## config.mk

```make
export PLATFORM = sky130hd
export DESIGN_NAME = bus_rx
export DESIGN_NICKNAME = d
export VERILOG_FILES = /design/src/rtl/bus_pkg.sv /design/src/rtl/bus_rx_capt.sv /design/src/rtl/bus_rx.sv
export SDC_FILE = /design/constraint.sdc
export NUM_CORES = 1
export LEC_CHECK = 0
export CAP_MARGIN = 20
export CORE_ASPECT_RATIO = 0.7
export CORE_UTILIZATION = 38
export DETAILED_ROUTE_END_ITERATION = 10
export PLACE_DENSITY = 0.7
export SYNTH_ARGS = -nofsm -noshare
export SYNTH_HDL_FRONTEND = slang
export SYNTH_SLANG_ARGS = --single-unit
```

## constraint.sdc

```tcl
create_clock -name clk -period 2.3 [get_ports clk]
set_input_delay 0.23 -clock clk [delete_from_list [all_inputs] [get_ports clk]]
set_output_delay 0.23 -clock clk [all_outputs]
set_load 0.01 [all_outputs]
```

## src/rtl/bus_pkg.sv

```systemverilog
// bus_pkg: FSM state type and sizing constants shared by the read and write sides
// of the half-duplex tri-state bus.
package bus_pkg;

  typedef enum logic [1:0] {
    ST_IDLE = 2'd0,
    ST_TURN = 2'd1,
    ST_CAPT = 2'd2,
    ST_HOLD = 2'd3
  } bus_rx_state_t;

  localparam int unsigned TURN_MAX  = 7;
  localparam int unsigned BEATS_MAX = 16;

  // One spare bit so a counter reaching its maximum can never wrap.
  localparam int unsigned TURN_CNT_W = $clog2(TURN_MAX) + 1;
  localparam int unsigned BEAT_CNT_W = $clog2(BEATS_MAX) + 1;

endpackage

```

## src/rtl/bus_rx_capt.sv

```systemverilog
// bus_rx_capt: beat-indexed capture register file; the slot selected by wr_idx_i
// takes wr_data_i when wr_en_i is high, every other slot keeps its value.
module bus_rx_capt
  import bus_pkg::*;
#(
  parameter int unsigned DATAW = 4,
  parameter int unsigned BEATS = 2
) (
  input  logic                   clk,
  input  logic                   rstn,
  input  logic                   wr_en_i,
  input  logic [BEAT_CNT_W-1:0]  wr_idx_i,
  input  logic [DATAW-1:0]       wr_data_i,
  output logic [BEATS*DATAW-1:0] data_o
);

  logic [BEATS*DATAW-1:0] data_q;
  logic [BEATS*DATAW-1:0] data_d;

  always_comb begin
    data_d = data_q;
    for (int i = 0; i < BEATS; i++) begin
      if (wr_en_i && (wr_idx_i == BEAT_CNT_W'(i))) begin
        data_d[i*DATAW +: DATAW] = wr_data_i;
      end
    end
  end

  always_ff @(posedge clk) begin
    if (!rstn) begin
      data_q <= '0;
    end else begin
      data_q <= data_d;
    end
  end

  assign data_o = data_q;

endmodule

```

## src/rtl/bus_rx.sv

```systemverilog
// bus_rx: read side of a half-duplex tri-state bus. Grants the far end, waits out the
// turnaround, captures BEATS beats and holds them. `BUS_PARITY_EN adds per-beat parity.
module bus_rx
  import bus_pkg::*;
#(
  parameter int unsigned DATAW = 4,
  parameter int unsigned TURN  = 2,
  parameter int unsigned BEATS = 2
) (
  input  logic                   clk,
  input  logic                   rstn,
  input  logic                   req_valid,
  output logic                   req_ready,
  input  logic [DATAW-1:0]       bus_in,
  output logic                   own_en,
  output logic                   peer_en,
  output logic                   rd_valid,
  input  logic                   rd_ready,
`ifdef BUS_PARITY_EN
  input  logic                   bus_par,
  output logic                   rd_err,
`endif
  output logic [BEATS*DATAW-1:0] rd_data
);

  bus_rx_state_t           state_q, state_d;
  logic [TURN_CNT_W-1:0]   turnCnt_q, turnCnt_d;
  logic [BEAT_CNT_W-1:0]   beatCnt_q, beatCnt_d;
  logic                    captEn;

  always_ff @(posedge clk) begin
    if (!rstn) begin
      state_q   <= ST_IDLE;
      turnCnt_q <= '0;
      beatCnt_q <= '0;
    end else begin
      state_q   <= state_d;
      turnCnt_q <= turnCnt_d;
      beatCnt_q <= beatCnt_d;
    end
  end

  always_comb begin
    state_d   = state_q;
    turnCnt_d = turnCnt_q;
    beatCnt_d = beatCnt_q;
    case (state_q)
      ST_IDLE: begin
        if (req_valid) begin
          state_d   = ST_TURN;
          turnCnt_d = TURN_CNT_W'(TURN - 1);
          beatCnt_d = '0;
        end
      end
      ST_TURN: begin
        if (turnCnt_q == '0) begin
          state_d   = ST_CAPT;
          beatCnt_d = '0;
        end else begin
          turnCnt_d = turnCnt_q - 1'b1;
        end
      end
      ST_CAPT: begin
        beatCnt_d = beatCnt_q + 1'b1;
        if (beatCnt_q == BEAT_CNT_W'(BEATS - 1)) begin
          state_d = ST_HOLD;
        end
      end
      ST_HOLD: begin
        if (rd_ready) begin
          state_d = ST_IDLE;
        end
      end
      default: state_d = ST_IDLE;
    endcase
  end

  // Outputs decode from the state register only; peer_en falls with the move into HOLD.
  always_comb begin
    req_ready = 1'b0;
    peer_en   = 1'b0;
    rd_valid  = 1'b0;
    captEn    = 1'b0;
    case (state_q)
      ST_IDLE: req_ready = 1'b1;
      ST_TURN: peer_en   = 1'b1;
      ST_CAPT: begin
        peer_en = 1'b1;
        captEn  = 1'b1;
      end
      ST_HOLD: rd_valid  = 1'b1;
      default: req_ready = 1'b0;
    endcase
  end

  assign own_en = 1'b0;

  bus_rx_capt #(
    .DATAW (DATAW),
    .BEATS (BEATS)
  ) u_capt (
    .clk       (clk),
    .rstn      (rstn),
    .wr_en_i   (captEn),
    .wr_idx_i  (beatCnt_q),
    .wr_data_i (bus_in),
    .data_o    (rd_data)
  );

`ifdef BUS_PARITY_EN
  logic err_q, err_d;

  // Sticky across one transaction's beats; cleared when the next request is accepted.
  always_comb begin
    err_d = err_q;
    if (state_q == ST_IDLE && req_valid) begin
      err_d = 1'b0;
    end else if (captEn && (^{bus_par, bus_in})) begin
      err_d = 1'b1;
    end
  end

  always_ff @(posedge clk) begin
    if (!rstn) begin
      err_q <= 1'b0;
    end else begin
      err_q <= err_d;
    end
  end

  assign rd_err = err_q && (state_q == ST_HOLD);
`endif

endmodule

```

==> results_dict.tcl, run 1 <==
set metrics [dict create \
    cts_tree "built" \
    synthXorXnorAreaFrac_pct 0 \
    ys_types 29 \
    endpoint_kind "flip-flop" \
    track_usage_pct 14.2 \
    min_from "beatCnt_q[4]$_SDFFE_PN0P_" \
    finalCritPeriodShare_pct 90.7 \
    cp_max_fo 7 \
    start_util_pct 41.1 \
    h-tree-depth 1 \
    yosys_warnings 0 \
    grt_pass1_vias 723 \
    cts_setup_buffers 0 \
    hold_end "beatCnt_q[4]$_SDFFE_PN0P_" \
    grt_start_max_net_pins 26 \
    num_rows 15 \
    fp.dieH_um 45.8 \
    pin_count 20 \
    ir_drop_uv 560 \
    port_buffers 18 \
    slowest_stage "or4_1" \
    crit_chain "inv_1 > ha_1 > or3b_4 > a211o_1 > or4_1 > a21boi_1" \
    rsz0062_at_grt "false" \
    finalHoldViolCount 0 \
    total_power_w 0.00116 \
    core-area_um2 2530 \
    dpl_cell_area_um2 1250 \
    arrival_ns 2.28 \
    min_delay_path_depth 2 \
    synthAdderAreaFrac_pct 12.0 \
    finalCriticalPeriod_ns 2.09 \
    cts_made_buffers 3 \
    nets 155 \
    dr.pass1.iters 4 \
    cellPowerDensity_nw_per_um2 902 \
    synthCells 118 \
    cp-start-kind "flip-flop" \
    grt_first_pass_wirelength_um 3080 \
    reg2reg_slack_ns 0.21 \
    r2r-end "beatCnt_q[3]$_SDFFE_PN0P_" \
    hold_path_class "flip-flop to flip-flop" \
    ctsRootBufferMaster "clkbuf_8" \
    relSlewSlack_pct 49.5 \
    fin_hold_ws_ns 0.494 \
    drive_gt1_share_pct 2.94 \
    synth_compound_area_share_pct 13.3 \
    fin_util_pct 51.0 \
    drv_slew 0 \
    worstMarginPinSlew_ns 0.755 \
    clock_latency_ns 0.26 \
    cts_hold_buf 0 \
    clockBufferDepth 2 \
    synthesis.nets 136 \
    cts_sinks 19 \
    fp.dieW_um 64.6 \
    die-area_um2 2960 \
    synth.area.mux_share_pct 8.64 \
    syn_avg_cell_area_um2 8.83 \
    drt_iter0_drc 17 \
    clkTransAtPathRegs_ns 0.07 \
    totalWireLength_um 1900 \
    status "finished, final reports clean" \
    synth_top_family_by_area "simple AND/OR/NAND/NOR gates" \
    netlist_area_um2 1040 \
    path_buf_inv 1 \
    tns_ns 0 \
    drc 0 \
    grt-ovfl-total 0 \
    max_freq_mhz 479 \
    reg2reg_from "turnCnt_q[0]$_SDFFE_PN0P_" \
    wire_per_inst_um 11.2 \
    area_growth_pct 23.9 \
    ant_nets 0 \
    diodes 0 \
    cts-resized-gates 0 \
    crit_required_ns 2.49 \
    fin_worst_skew_ns 0.000705 \
    vias_per_cell 4.98 \
    place_congestion 0.819 \
    synth_seq_cells 19 \
    cpPeakStageDelay_ns 0.49 \
    rr_worst_depth 6 \
    fin_area_um2 1290 \
    dp_hpwl_um 1410 \
    antenna_found_initial 0 \
    crit_type "flip-flop to flip-flop" \
    critPathTopFamily "simple AND/OR/NAND/NOR gates" \
    synth-seq-area-share_pct 36.5 \
    dr_total_vias 847 \
    p_leak_nw 0.542 \
    synthSimpleGateAreaFrac_pct 24.1 \
    setup_violations 0 \
    maxCapViolations 0 \
]
cell usage in the layout, fill, tap and decap left out, types with 3 or more instances in the layout:
master | synthesis | routed
a21oi_1 | 5 | 5
clkbuf_8 | 0 | 3
clkdlybuf4s50_1 | 0 | 18
dfxtp_1 | 19 | 19
ha_1 | 10 | 10
inv_1 | 9 | 9
mux2i_1 | 9 | 9
nand2_1 | 7 | 7
nand3_1 | 9 | 9
nor2b_1 | 11 | 11
o21ai_0 | 7 | 7
or4_1 | 3 | 3
state kept, by name, indices dropped and copies added, names as in the netlist:
| signal | cells |
|---|---|
| beatCnt_q | 5 |
| turnCnt_q | 4 |
| u_capt.data_o | 8 |
| state_q | 2 |
per-layer routing:
| layer | wire [µm] | track usage, % | vias up |
|---|---|---|---|
| met5 | 0 | 0 | - |
| met4 | 37 | 6.67 | 0 |
| met3 | 97 | 5.25 | 5 |
| met2 | 762 | 21.7 | 17 |
| met1 | 1010 | 18.1 | 381 |
| li1 | - | - | 444 |
cell usage after synthesis:
master,number,share of area [%]
nand3_1,9,4.3
nor3_1,2,0.96
nor3b_1,1,0.72
inv_1,9,3.2
o32ai_1,1,0.84
nor2b_1,11,6.6
mux2i_1,9,8.6
or3_1,1,0.60
nand3b_1,2,1.4
buf_4,1,0.72
or3b_4,1,1.1
nor4_1,1,0.60
conb_1,1,0.36
a211o_1,2,1.7
clkbuf_1,3,1.1
o21ai_0,7,3.4
o211a_1,1,0.96
or4_1,3,2.2
a21oi_1,5,2.4
dfxtp_1,19,36
a21boi_1,2,1.4
o21a_1,1,0.72
nand2_1,7,2.5
nand2b_1,2,1.2
o22ai_1,2,1.2
ha_1,10,12
nor2_1,2,0.72
and2_1,2,1.2
a211oi_1,1,0.72
final cells by class:
cell class | count | area [µm²]
timing repair buffer | 18 | 180
sequential | 19 | 380
tap | 34 | 42.5
multi-input combinational | 86 | 609
inverter | 9 | 33.8
fill | 237 | 1240
clock buffer | 4 | 45.0
how the worst max path moves through the flow:
stage	from	endpoint	slack (ns)	depth (start not counted)
finish	turnCnt_q[0]$_SDFFE_PN0P_	beatCnt_q[3]$_SDFFE_PN0P_	0.21	6
global route	turnCnt_q[0]$_SDFFE_PN0P_	beatCnt_q[4]$_SDFFE_PN0P_	0.08	6
CTS	turnCnt_q[0]$_SDFFE_PN0P_	beatCnt_q[4]$_SDFFE_PN0P_	0.22	6
detailed placement	turnCnt_q[0]$_SDFFE_PN0P_	beatCnt_q[4]$_SDFFE_PN0P_	0.23	6
global placement	turnCnt_q[0]$_SDFFE_PN0P_	beatCnt_q[3]$_SDFFE_PN0P_	0.30	6
floorplan	turnCnt_q[0]$_SDFFE_PN0P_	beatCnt_q[3]$_SDFFE_PN0P_	0.36	6
metrics by stage:
stage	cells	setup slack, ns
6_report	170	0.213
5_1_grt	170	0.0806
4_1_cts	170	0.219
3_5_place_dp	166	0.231
3_3_place_gp	166	0.304
2_1_floorplan	118	0.356
kinds of logic after synthesis:
| family | after synthesis |
|---|---|
| simple gates | 44 |
| compound gates | 22 |
| flops | 19 |
| buf+inv | 13 |
| fa+ha+maj | 10 |
| mux | 9 |
| other cells | 1 |
worst reg2reg max path: cells and delay by family (launching register included):
| family | cells | cell delay (ns) |
|---|---|---|
| compound gates | 2 | 0.52 |
| fa+ha+maj | 1 | 0.19 |
| flops | 1 | 0.34 |
| buf+inv | 1 | 0.07 |
| simple gates | 2 | 0.90 |
power by group:
group / switching, W / internal, W
Clock: 0.000110 / 0.000123
Combinational: 0.000264 / 0.000249
Sequential: 0.0000434 / 0.000375
Total: 0.000417 / 0.000748
Power figures use the tool's default switching activity.
==> inputs of run 2 (changes only) <==
ABC_AREA = 1   (was not set)
PLACE_DENSITY = 0.69   (was 0.7)
==> results_dict.tcl, run 2 <==
set metrics [dict create \
    endpoint_kind "output port" \
    vias_per_cell 4.67 \
    cp_max_fo 5 \
    cts_setup_buffers 0 \
    largest_reg_flops 8 \
    grt-ovfl-total 0 \
    track_usage_pct 16.0 \
    clock_latency_ns 0.26 \
    hold_path_class "flip-flop to flip-flop" \
    synthTopCellsByArea "dfxtp_1, ha_1, inv_1" \
    ys_types 24 \
    critPathTopFamily "buffers and inverters" \
    synthesis.nets 172 \
    rsz0062_at_grt "false" \
    ir_drop_uv 713 \
    maxCapViolations 0 \
    totalWireLength_um 2280 \
    status "finished, final reports clean" \
    ctsRootBufferMaster "clkbuf_8" \
    syn_avg_cell_area_um2 7.29 \
    area_growth_pct 23.0 \
    yosysTopAreaCellShare_pct 33.9 \
    cts_sinks 19 \
    dr_total_vias 980 \
    synthCells 154 \
    drv_slew 0 \
    port_buffers 18 \
    fin_hold_ws_ns 0.447 \
    synth_flop_cell "dfxtp_1" \
    dr.pass1.iters 4 \
    cts_hold_buf 0 \
    cp-start-kind "flip-flop" \
    yosys_warnings 0 \
    synth-seq-area-share_pct 33.9 \
    start_util_pct 40.0 \
    dp_hpwl_um 1770 \
    grt_start_max_net_pins 19 \
    final_cell_mix "inv_1, nand2_1, dfxtp_1, clkdlybuf4s50_1" \
    cellPowerDensity_nw_per_um2 1100 \
    fin_worst_skew_ns 0.00204 \
    cts_made_buffers 3 \
    grt_first_pass_wirelength_um 3640 \
    wire_per_inst_um 10.9 \
    clockBufferDepth 2 \
    synth_edf_count 0 \
    pin_count 20 \
    finalCriticalPeriod_ns 1.86 \
    synth_common_cells "inv_1, nand2_1, dfxtp_1, a21oi_1, nor2_1" \
    crit_type "flip-flop to output port" \
    antenna_found_initial 0 \
    final_common_cell "inv_1" \
    finalCritPeriodShare_pct 80.7 \
    setup_violations 0 \
    synthArstFlopShare_pct 0 \
    tns_ns 0 \
    slowest_stage "clkdlybuf4s50_1" \
    cts_tree "built" \
    drive_gt1_share_pct 9.20 \
    fp.dieH_um 47.5 \
    clkTransAtPathRegs_ns 0.07 \
    netlist_area_um2 1120 \
    relSlewSlack_pct 60.2 \
    synth_most_common_cell "inv_1" \
    arrival_ns 1.63 \
    fp.dieW_um 67.0 \
    diodes 0 \
    h-tree-depth 1 \
    crit_required_ns 2.07 \
    drc 0 \
    grt_pass1_vias 836 \
    ant_nets 0 \
    crit_chain "inv_1 > ha_1 > clkdlybuf4s50_1" \
    finalHoldViolCount 0 \
    worstMarginPinSlew_ns 0.595 \
    die-area_um2 3180 \
    fin_util_pct 49.2 \
    path_buf_inv 2 \
    p_leak_nw 0.574 \
    nets 193 \
    core-area_um2 2800 \
    yosysTopAreaCell "dfxtp_1" \
    drt_iter0_drc 24 \
    max_freq_mhz 539 \
    cpPeakStageDelay_ns 0.54 \
    place_congestion 0.769 \
    num_rows 16 \
    synth_seq_cells 19 \
    cts-resized-gates 0 \
]
-- run 2: stage by stage --
stage	power (W)	cell area (µm²)	worst slack, ns	cells
after floorplan	0.00106	1120	0.956	154
after global placement	0.00125	1340	0.786	206
after detailed placement	0.00128	1340	0.697	206
after CTS	0.00152	1380	0.418	210
after global routing	0.00165	1380	0.336	210
final	0.00152	1380	0.443	210
-- run 2: cell type report --
| type | count | area (µm²) |
|---|---|---|
| clock buffer | 4 | 45.0 |
| fill | 300 | 1420 |
| inverter | 29 | 109 |
| multi-input combinational | 104 | 621 |
| sequential | 19 | 380 |
| tap | 36 | 45.0 |
| timing repair buffer | 18 | 180 |
-- run 2: cells by family (layout without fill, tap and decap cells) --
| kind of cell | Yosys count | after routing | share of synthesized area (%) |
|---|---|---|---|
| fa+ha+maj | 10 | 10 | 11.1 |
| flops | 19 | 19 | 33.9 |
| other cells | 1 | 1 | 0.334 |
| compound gates | 28 | 28 | 13.2 |
| buf+inv | 31 | 51 | 10.8 |
| simple gates | 65 | 65 | 30.7 |
-- run 2: path summary, 6_finish.rpt --
| path | startpoint | endpoint | slack [ns] | cells after the start |
|---|---|---|---|---|
| max reg2reg | state_q[0]$_SDFFE_PN0P_ | beatCnt_q[3]$_SDFFE_PN0P_ | 0.80 | 6 |
| min | u_capt.data_o[0]$_SDFFE_PN0P_ | u_capt.data_o[0]$_SDFFE_PN0P_ | 0.45 | 2 |
| max | state_q[0]$_SDFFE_PN0P_ | peer_en | 0.44 | 3 |
| min reg2reg | u_capt.data_o[0]$_SDFFE_PN0P_ | u_capt.data_o[0]$_SDFFE_PN0P_ | 0.45 | 2 |
-- run 2: routing by layer --
| metal | vias up | track usage [%] | wire length, µm |
|---|---|---|---|
| li1 | 526 | - | - |
| met1 | 440 | 20.2 | 1200 |
| met2 | 9 | 25.7 | 997 |
| met3 | 5 | 5.24 | 58 |
| met4 | 0 | 7.23 | 29 |
| met5 | - | 0 | 0 |
-- run 2: worst min-delay path, delay by kind of cell (launching register included) --
family / cells / cell delay [ns]
flip-flops: 1 / 0.31
AO/OA/AOI/OAI: 1 / 0.05
buffers and inverters: 1 / 0.05
-- run 2: report_power, final --
group          internal (W)  switching (W)  total (W)
logic              0.000323       0.000468   0.000791
clock network      0.000123       0.000111   0.000234
registers          0.000415      0.0000753   0.000491
total              0.000862       0.000654    0.00152
==> inputs of run 3 (changes only) <==
PLACE_DENSITY = 0.71   (was 0.69)
clock period = 1.56 ns   (was 2.3 ns; I/O delays follow)
==> results_dict.tcl, run 3 (synthesized netlist as in run 2, its figures left out) <==
set metrics [dict create \
    fin_cells 211 \
    dr_total_vias 985 \
    drt_iter0_drc 45 \
    port_buffers 18 \
    crit_required_ns 1.40 \
    power_frac_seq_pct 32.8 \
    cts_hold_buf 0 \
    drc 0 \
    clkTransAtPathRegs_ns 0.07 \
    maxCapViolations 0 \
    p_leak_nw 0.597 \
    reg2reg_slack_ns 0.16 \
    drive_gt1_share_pct 12.0 \
    clockBufferDepth 2 \
    finalCriticalPeriod_ns 1.48 \
    track_usage_pct 17.0 \
    fin_util_pct 49.8 \
    cts_tree "built" \
    p_int_w 0.00126 \
    fin_worst_skew_ns 0.00443 \
    finalCritPeriodShare_pct 94.7 \
    dr.pass1.iters 4 \
    multi_input_area_um2 626 \
    cts_made_buffers 3 \
    final_common_cell "inv_1" \
    clockPowerShare_pct 15.3 \
    die-area_um2 3180 \
    ctsRootBufferMaster "clkbuf_8" \
    total_power_w 0.00223 \
    ant_nets 0 \
    num_rows 16 \
    cellPowerDensity_nw_per_um2 1600 \
    crit_type "flip-flop to output port" \
    endpoint_kind "output port" \
    grt_start_max_net_pins 19 \
    r2r-end "turnCnt_q[3]$_SDFFE_PN0P_" \
    reg2reg_from "state_q[1]$_SDFFE_PN0P_" \
    hold_path_class "flip-flop to flip-flop" \
    area_growth_pct 24.3 \
    nets 194 \
    grt_pass1_vias 879 \
    fp.dieH_um 47.5 \
    core-area_um2 2800 \
    wire_per_inst_um 11.0 \
    finalHoldViolCount 0 \
    vias_per_cell 4.67 \
    hold_end "u_capt.data_o[1]$_SDFFE_PN0P_" \
    seqCellArea_um2 383 \
    place_inst 207 \
    ir_drop_uv 589 \
    antenna_found_initial 0 \
    crit_chain "inv_1 > ha_2 > dlygate4sd2_1" \
    crit_start "state_q[1]$_SDFFE_PN0P_" \
    pin_count 20 \
    tns_ns 0 \
    final_cell_mix "inv_1, nand2_1, dfxtp_1, a21oi_1, nor2_1" \
    cp-start-kind "flip-flop" \
    totalWireLength_um 2320 \
    p_sw_w 0.000968 \
    dp_hpwl_um 1790 \
    cp_max_fo 5 \
    start_util_pct 40.0 \
    arrival_ns 1.32 \
    fp.dieW_um 67.0 \
    grt-ovfl-total 0 \
    max_freq_mhz 677 \
    cts_sinks 19 \
    diodes 0 \
    min_from "u_capt.data_o[1]$_SDFFE_PN0P_" \
    largest_reg_flops 8 \
    status "finished, final reports clean" \
    power_frac_comb_pct 51.9 \
    cpPeakStageDelay_ns 0.38 \
    h-tree-depth 1 \
    slowest_stage "dfxtp_2" \
    rsz0062_at_grt "false" \
    clock_latency_ns 0.26 \
    fill_cells 281 \
    setup_violations 0 \
    rr_worst_depth 7 \
    p_sw_share_pct 43.4 \
    min_delay_path_depth 2 \
    drv_slew 0 \
    place_congestion 0.791 \
    grt_first_pass_wirelength_um 3950 \
]
==> run 3: timing repair <==
item / CTS / global route
gates resized for setup: 5 / 2
setup endpoints to repair: 3 / 2
setup buffers: 0 / 0
==> run 3: per-stage QoR <==
step | instance area (µm²) | setup slack [ns] | hold slack, ns
4_1_cts | 1390 | 0.0461 | 0.449
6_report | 1400 | 0.0824 | 0.445
3_5_place_dp | 1340 | 0.0632 | 0.439
2_1_floorplan | 1120 | 0.216 | 0.298
5_1_grt | 1400 | 0.0163 | 0.468
3_3_place_gp | 1340 | 0.121 | 0.434
==> run 3: area by class of cell <==
class	instances	share of cell area [%]
Sequential cell	19	27.4
Inverter	29	7.80
Multi-Input combinational cell	104	44.8
Timing Repair Buffer	19	13.5
Tap cell	36	3.23
Clock buffer	4	3.23
==> run 3: how the worst max path moves through the flow <==
stage	to	slack (ns)
after floorplan	turnCnt_q[0]$_SDFFE_PN0P_	0.22
after global placement	peer_en	0.12
after detailed placement	peer_en	0.06
after CTS	rd_valid	0.05
after global routing	state_q[1]$_SDFFE_PN0P_	0.02
final	peer_en	0.08
==> run 3: power groups by stage <==
stage | Sequential (W) | Combinational, W | Clock [W]
3_5_place_dp | 0.000737 | 0.00116 | 0
6_report | 0.000730 | 0.00116 | 0.000341
2_1_floorplan | 0.000731 | 0.000829 | 0
4_1_cts | 0.000730 | 0.00115 | 0.000347
5_1_grt | 0.000748 | 0.00134 | 0.000366
3_3_place_gp | 0.000722 | 0.00113 | 0
==> run 3: worst max-delay path, delay by kind of cell (launching register included) <==
kind,cells,cell delay [ns]
adders and majority gates,1,0.33
DFF,1,0.38
buffers and inverters,2,0.36
==> run 3: routing by layer <==
| metal | GRT usage [%] | share of wire, % | routed length (µm) |
|---|---|---|---|
| met5 | 0 | 0 | 0 |
| met4 | 2.55 | 0 | 0 |
| met3 | 5.00 | 2.5 | 57 |
| met2 | 27.3 | 45 | 1050 |
| met1 | 23.3 | 52 | 1220 |
